<file path="config.mk">
export PLATFORM = sky130hd
export DESIGN_NAME = vram_arbiter
export DESIGN_NICKNAME = d
export VERILOG_FILES = /design/src/rtl/vdp_pkg.sv /design/src/rtl/vram_rd_tag_pipe.sv /design/src/rtl/vram_arbiter.sv
export SDC_FILE = /design/constraint.sdc
export NUM_CORES = 1
export LEC_CHECK = 0
export ABC_CLOCK_PERIOD_IN_PS = 2600
export BUFFER_PORTS_ARGS = -buffer_cell sky130_fd_sc_hd__buf_2
export CAP_MARGIN = 10
export CORE_MARGIN = 2
export CORE_UTILIZATION = 35
export DETAILED_ROUTE_END_ITERATION = 6
export MAX_ROUTING_LAYER = met4
export PLACE_DENSITY = 0.72
export REMOVE_ABC_BUFFERS = 1
export SYNTH_ARGS = -nofsm -noshare
export SYNTH_HDL_FRONTEND = slang
export SYNTH_SLANG_ARGS = --single-unit
export TNS_END_PERCENT = 50
</file>
<file path="constraint.sdc">
create_clock -name clk_draw -period 2.6 [get_ports clk_draw]
set_input_delay 0.13 -clock clk_draw [delete_from_list [all_inputs] [get_ports clk_draw]]
set_output_delay 0.13 -clock clk_draw [all_outputs]
set_load 0.005 [all_outputs]
</file>
<file path="src/rtl/vdp_pkg.sv">
// Shared types for the vdp clk_draw domain: requester ids, read-return tag
// and a saturating counter helper used by the optional statistics block.
package vdp_pkg;

    localparam int NUM_REQ = 3;

    typedef enum logic [1:0] {
        REQ_DISP = 2'd0,
        REQ_DRAW = 2'd1,
        REQ_HOST = 2'd2
    } vram_req_e;

    typedef struct packed {
        logic       valid;
        logic [1:0] id;
    } vram_tag_t;

    function automatic logic [15:0] sat_inc16(input logic [15:0] v);
        return (v == 16'hFFFF) ? v : v + 16'd1;
    endfunction

endpackage

</file>
<file path="src/rtl/vram_rd_tag_pipe.sv">
// Read-return tag delay line: carries (valid, id) alongside the memory read
// latency so returning data can be steered to the requester that issued it.
module vram_rd_tag_pipe
    import vdp_pkg::*;
#(
    parameter int RD_LAT = 2
) (
    input  logic      clk_draw,
    input  logic      rst_draw,
    input  vram_tag_t tag_in,
    output vram_tag_t tag_out
);

    vram_tag_t [RD_LAT-1:0] pipe_d, pipe_q;

    always_comb begin
        pipe_d    = pipe_q;
        pipe_d[0] = tag_in;
        for (int i = 1; i < RD_LAT; i++) begin
            pipe_d[i] = pipe_q[i-1];
        end
    end

    // Clearing on reset drops every in-flight read so none ever returns.
    always_ff @(posedge clk_draw) begin
        if (rst_draw) begin
            pipe_q <= '0;
        end else begin
            pipe_q <= pipe_d;
        end
    end

    assign tag_out = pipe_q[RD_LAT-1];

endmodule

</file>
<file path="src/rtl/vram_arbiter.sv">
// Single-port VRAM arbiter: display fetch with a burst guard, draw/host
// round-robin, registered memory command and tagged read return.
// Optional per-requester statistics are enabled with `define VRAM_ARB_STATS_EN.
module vram_arbiter
    import vdp_pkg::*;
#(
    parameter int ADDRW          = 16,
    parameter int DATAW          = 16,
    parameter int RD_LAT         = 2,
    parameter int MAX_DISP_BURST = 8
) (
    input  logic                     clk_draw,
    input  logic                     rst_draw,
    input  logic [NUM_REQ-1:0]       req,
    input  logic [NUM_REQ-1:0]       we,
    input  logic [NUM_REQ*ADDRW-1:0] addr,
    input  logic [NUM_REQ*DATAW-1:0] wdata,
    output logic [NUM_REQ-1:0]       ack,
    output logic [NUM_REQ-1:0]       rvalid,
    output logic [DATAW-1:0]         rdata,
    output logic                     mem_en,
    output logic                     mem_we,
    output logic [ADDRW-1:0]         mem_addr,
    output logic [DATAW-1:0]         mem_wdata,
    input  logic [DATAW-1:0]         mem_rdata
`ifdef VRAM_ARB_STATS_EN
    ,
    output logic [NUM_REQ*16-1:0]    stat_grants,
    output logic [15:0]              stat_disp_stall
`endif
);

    localparam logic [7:0] BURST_MAX = 8'(MAX_DISP_BURST);

    logic [ADDRW-1:0] addr_a  [NUM_REQ];
    logic [DATAW-1:0] wdata_a [NUM_REQ];

    for (genvar g = 0; g < NUM_REQ; g++) begin : g_unpack
        assign addr_a[g]  = addr[g*ADDRW +: ADDRW];
        assign wdata_a[g] = wdata[g*DATAW +: DATAW];
    end

    // rr_last: 1 = host was the last round-robin grant, so draw goes next.
    logic             rr_last_d, rr_last_q;
    logic [7:0]       disp_burst_d, disp_burst_q;
    logic             nd_req, guard_trip, gnt_any;
    logic [NUM_REQ-1:0] gnt;
    vram_req_e        sel;

    always_comb begin
        gnt        = '0;
        sel        = REQ_DISP;
        nd_req     = req[1] | req[2];
        guard_trip = nd_req && (disp_burst_q == BURST_MAX);
        if (rst_draw) begin
            gnt = '0;
        end else if (req[0] && !guard_trip) begin
            gnt[0] = 1'b1;
            sel    = REQ_DISP;
        end else if (req[1] && (!req[2] || rr_last_q)) begin
            gnt[1] = 1'b1;
            sel    = REQ_DRAW;
        end else if (req[2]) begin
            gnt[2] = 1'b1;
            sel    = REQ_HOST;
        end
        gnt_any = |gnt;

        // Counts display grants only while someone else is waiting.
        disp_burst_d = (nd_req && gnt[0]) ? disp_burst_q + 8'd1 : 8'd0;

        rr_last_d = rr_last_q;
        if (gnt[2]) begin
            rr_last_d = 1'b1;
        end else if (gnt[1]) begin
            rr_last_d = 1'b0;
        end
    end

    assign ack = gnt;

    logic             mem_en_d, mem_en_q;
    logic             mem_we_d, mem_we_q;
    logic [ADDRW-1:0] mem_addr_d, mem_addr_q;
    logic [DATAW-1:0] mem_wdata_d, mem_wdata_q;
    vram_tag_t        cmd_tag_d, cmd_tag_q;

    always_comb begin
        mem_en_d    = gnt_any;
        mem_we_d    = gnt_any & we[sel];
        mem_addr_d  = gnt_any ? addr_a[sel]  : mem_addr_q;
        mem_wdata_d = gnt_any ? wdata_a[sel] : mem_wdata_q;
        cmd_tag_d.valid = gnt_any & ~we[sel];
        cmd_tag_d.id    = sel;
    end

    // The command-stage tag lines up with mem_en; the pipe adds RD_LAT more.
    vram_tag_t rd_tag;

    vram_rd_tag_pipe #(
        .RD_LAT (RD_LAT)
    ) u_tag_pipe (
        .clk_draw (clk_draw),
        .rst_draw (rst_draw),
        .tag_in   (cmd_tag_q),
        .tag_out  (rd_tag)
    );

    logic [NUM_REQ-1:0] rvalid_d, rvalid_q;
    logic [DATAW-1:0]   rdata_d, rdata_q;

    always_comb begin
        rvalid_d = '0;
        if (rd_tag.valid) begin
            rvalid_d[rd_tag.id] = 1'b1;
        end
        rdata_d = rd_tag.valid ? mem_rdata : rdata_q;
    end

    always_ff @(posedge clk_draw) begin
        if (rst_draw) begin
            rr_last_q    <= 1'b1;
            disp_burst_q <= '0;
            mem_en_q     <= 1'b0;
            mem_we_q     <= 1'b0;
            mem_addr_q   <= '0;
            mem_wdata_q  <= '0;
            cmd_tag_q    <= '0;
            rvalid_q     <= '0;
            rdata_q      <= '0;
        end else begin
            rr_last_q    <= rr_last_d;
            disp_burst_q <= disp_burst_d;
            mem_en_q     <= mem_en_d;
            mem_we_q     <= mem_we_d;
            mem_addr_q   <= mem_addr_d;
            mem_wdata_q  <= mem_wdata_d;
            cmd_tag_q    <= cmd_tag_d;
            rvalid_q     <= rvalid_d;
            rdata_q      <= rdata_d;
        end
    end

    assign mem_en    = mem_en_q;
    assign mem_we    = mem_we_q;
    assign mem_addr  = mem_addr_q;
    assign mem_wdata = mem_wdata_q;
    assign rvalid    = rvalid_q;
    assign rdata     = rdata_q;

`ifdef VRAM_ARB_STATS_EN
    logic [NUM_REQ-1:0][15:0] stat_grants_d, stat_grants_q;
    logic [15:0]              stat_stall_d, stat_stall_q;

    always_comb begin
        stat_grants_d = stat_grants_q;
        for (int i = 0; i < NUM_REQ; i++) begin
            if (gnt[i]) begin
                stat_grants_d[i] = sat_inc16(stat_grants_q[i]);
            end
        end
        stat_stall_d = (req[0] && !gnt[0]) ? sat_inc16(stat_stall_q) : stat_stall_q;
    end

    always_ff @(posedge clk_draw) begin
        if (rst_draw) begin
            stat_grants_q <= '0;
            stat_stall_q  <= '0;
        end else begin
            stat_grants_q <= stat_grants_d;
            stat_stall_q  <= stat_stall_d;
        end
    end

    assign stat_grants     = stat_grants_q;
    assign stat_disp_stall = stat_stall_q;
`endif

endmodule

</file>
==> metrics.yaml <==
cp_slowest_cell: "and3_4"
power.leakage_uw: 0.00191
max-cap-violations: 0
dp_hpwl_um: 5540
netlist_instances: 282
seq_power_share_pct: 50.7
place_congestion: 0.823
grt_pass1_vias: 2640
yosysUniqueCellTypes: 37
cts_resized: 0
fin_util_pct: 48.2
final_nets: 575
startpoint_type: "flop"
synthMuxAreaShare_pct: 15.6
io_buffers: 175
max-clock-path-buffers: 2
netlist_top_cells_count: "dfxtp_1, mux2i_1, a22oi_1"
syn_avg_cell_area_um2: 11.0
timing.slew.headroom_pct: 37.1
cts_num_sinks: 71
design_power_total_uw: 2320
drt_iter0_markers: 76
synth-main-ff-cell: "dfxtp_1"
worstPathRequired_ps: 2470
async_reset_ff_share_pct: 0
dpl_worst_slack_ps: 447
wl_per_cell_um: 12.9
grtUsageTotal_pct: 15.5
layout-drive-gt1-share_pct: 50.0
synth_top_area_share_pct: 46.0
sw_frac_of_total_pct: 25.7
instances_no_fill: 566
cts.clk_slew.worst_paths_ps: 80
core_area_um2: 8640
fmax_mhz: 442
p_sw_uw: 597
rsz0062_at_grt: "no"
die_area_um2: 9590
synth_edf_count: 0
diodes: 0
yosys_warnings: 0
cp-end-kind: "primary output"
final_antenna_net_count: 0
synthAdderAreaFrac_pct: 0.810
finalCriticalPeriod_ps: 2260
area_delta_synth_final_pct: 34.9
drt_wl_total_um: 7280
tightest_slew_ps: 942
p_int_uw: 1730
cts_buffers: 9
max_stage_delay_ps: 580
synth_xor_area_share_pct: 1.70
rows: 34
start_util_pct: 35.8
synth_top_family_by_area: "compound AO/OA/AOI/OAI gates"
synth.cell_area_um2: 3090
finalSetupViolCount: 0
crit_fanout: 35
synth_most_common_cell: "dfxtp_1"
antenna_found_initial: 0
slew_viol_final: 0
p_clk_share_pct: 35.4
ys_ff_latch: 71
outcome: "complete, no violations"
fin_setup_tns_ps: 0
grt_pass1_wl_um: 11800
fin_crit_sh_pct: 87.1
crit_type: "reg -> out"
cts_max_level: 3
die_x_um: 97.9
arrival_ps: 2130
worst_hold_path_type: "in -> reg"
drt-pass1-iter-count: 4
setup_slack_ps: 336
placedCellCount: 548
die_y_um: 97.9
pin_count: 176
clock_insertion_delay_worst_skew_ps: 330
cp_cell_sequence: "inv_1 -> ha_1 -> nor4b_4 -> a21bo_4 -> and3_4 -> buf_2"
ys_seq_area_share_pct: 46.0
power_density_nw_per_um2: 558
drc: 0
cts-root-buf: "clkbuf_8"
grt_max_degree: 36
p_comb_share_pct: 13.9
grt-ovfl-total: 0
clock_skew_ps: 8.82
yosys-top-cells-area: "dfxtp_1, mux2i_1, o21ai_2"
yosysTopAreaCell: "dfxtp_1"
synth_compound_area_share_pct: 19.0
finalHoldViolCount: 0
vias_per_cell: 4.79
vias: 2709
cts_tree: "yes"
peakVddDrop_mv: 0.239
synthSimpleGateAreaFrac_pct: 10.2
[per-layer routing]
metal	global-route usage, %	routed length (µm)	vias up	share of wire [%]
met5	-	0	-	0
met4	6.62	159	0	2.2
met3	3.51	456	16	6.3
met2	26.1	3620	113	50
met1	17.6	3040	1215	42
li1	-	-	1365	-
[final timing paths]
path | cells after the start | from | slack [ps] | endpoint
max reg2reg | 8 | disp_burst_q[0] | 460 | mem_wdata[0]
min | 3 | addr[45] | 30 | mem_addr[13]
min reg2reg | 1 | cmd_tag_q[1] | 440 | u_tag_pipe.pipe_d[4]
max | 6 | disp_burst_q[0] | 340 | ack[1]
[flip-flops by register name, indices dropped and copies added (netlist names), 3 cells and up]
name / cells
rvalid: 3
rdata: 16
mem_wdata: 16
disp_burst_q: 8
u_tag_pipe.tag_out: 3
cmd_tag_q: 3
mem_addr: 16
u_tag_pipe.pipe_d: 3
[per-stage QoR]
| step | area [µm²] | hold WS, ps |
|---|---|---|
| floorplan | 2910 | 202 |
| detailed placement | 3960 | 349 |
| CTS | 4170 | 5.65 |
| global route | 4170 | 14.8 |
| finish | 4170 | 28.1 |
| global placement | 3960 | 359 |
[cell usage in the layout (no fill, tap or decap), types with 2 or more instances in the layout]
cell type	n
a22oi_1	32
xor2_1	4
buf_2	175
ha_1	2
nor2b_1	8
xnor2_1	2
buf_4	4
nand3_1	3
dfxtp_1	71
o21ai_2	28
clkbuf_8	11
and3_1	5
a21oi_1	3
nand2_1	2
mux2i_1	48
nor4bb_1	2
o21ai_1	4
inv_1	6
inv_6	2
nor2_1	26
dlygate4sd3_1	2
[power by group through the flow]
stage / Clock (µW) / Combinational [µW] / Sequential (µW)
detailed placement: 0 / 325 / 1200
CTS: 860 / 327 / 1180
global placement: 0 / 316 / 1200
floorplan: 0 / 136 / 1210
finish: 822 / 322 / 1180
global route: 909 / 356 / 1180
[layout make-up]
cell class / count / area (µm²)
fill: 808 / 4470
timing repair buffer: 181 / 926
tap: 108 / 135
inverter: 6 / 22.5
clock buffer: 11 / 151
clock inverter: 5 / 38.8
sequential: 71 / 1420
multi-input combinational: 184 / 1470
[critical path, delay by kind of cell, from the launching register on]
kind | cells | cell delay, ps
adder cells (fa/ha/maj) | 1 | 140
AO/OA/AOI/OAI | 1 | 190
buffers and inverters | 2 | 300
AND/OR/NAND/NOR | 2 | 790
flip-flops | 1 | 360
[timing repair]
item                                   in CTS  in global routing
buffers inserted                            0                  0
endpoints found under the hold margin       2                  0
hold buffers                                2                  0
[cells by family (layout without fill, tap and decap cells)]
| kind of cell | after synthesis | count (layout) |
|---|---|---|
| AO/OA/AOI/OAI | 74 | 74 |
| XOR/XNOR | 6 | 6 |
| adder cells (fa/ha/maj) | 2 | 2 |
| buffers and inverters | 27 | 203 |
| flip-flops | 71 | 71 |
| multiplexers | 48 | 48 |
| AND/OR/NAND/NOR | 54 | 54 |
Note: power is estimated with default switching activity, not from simulation.
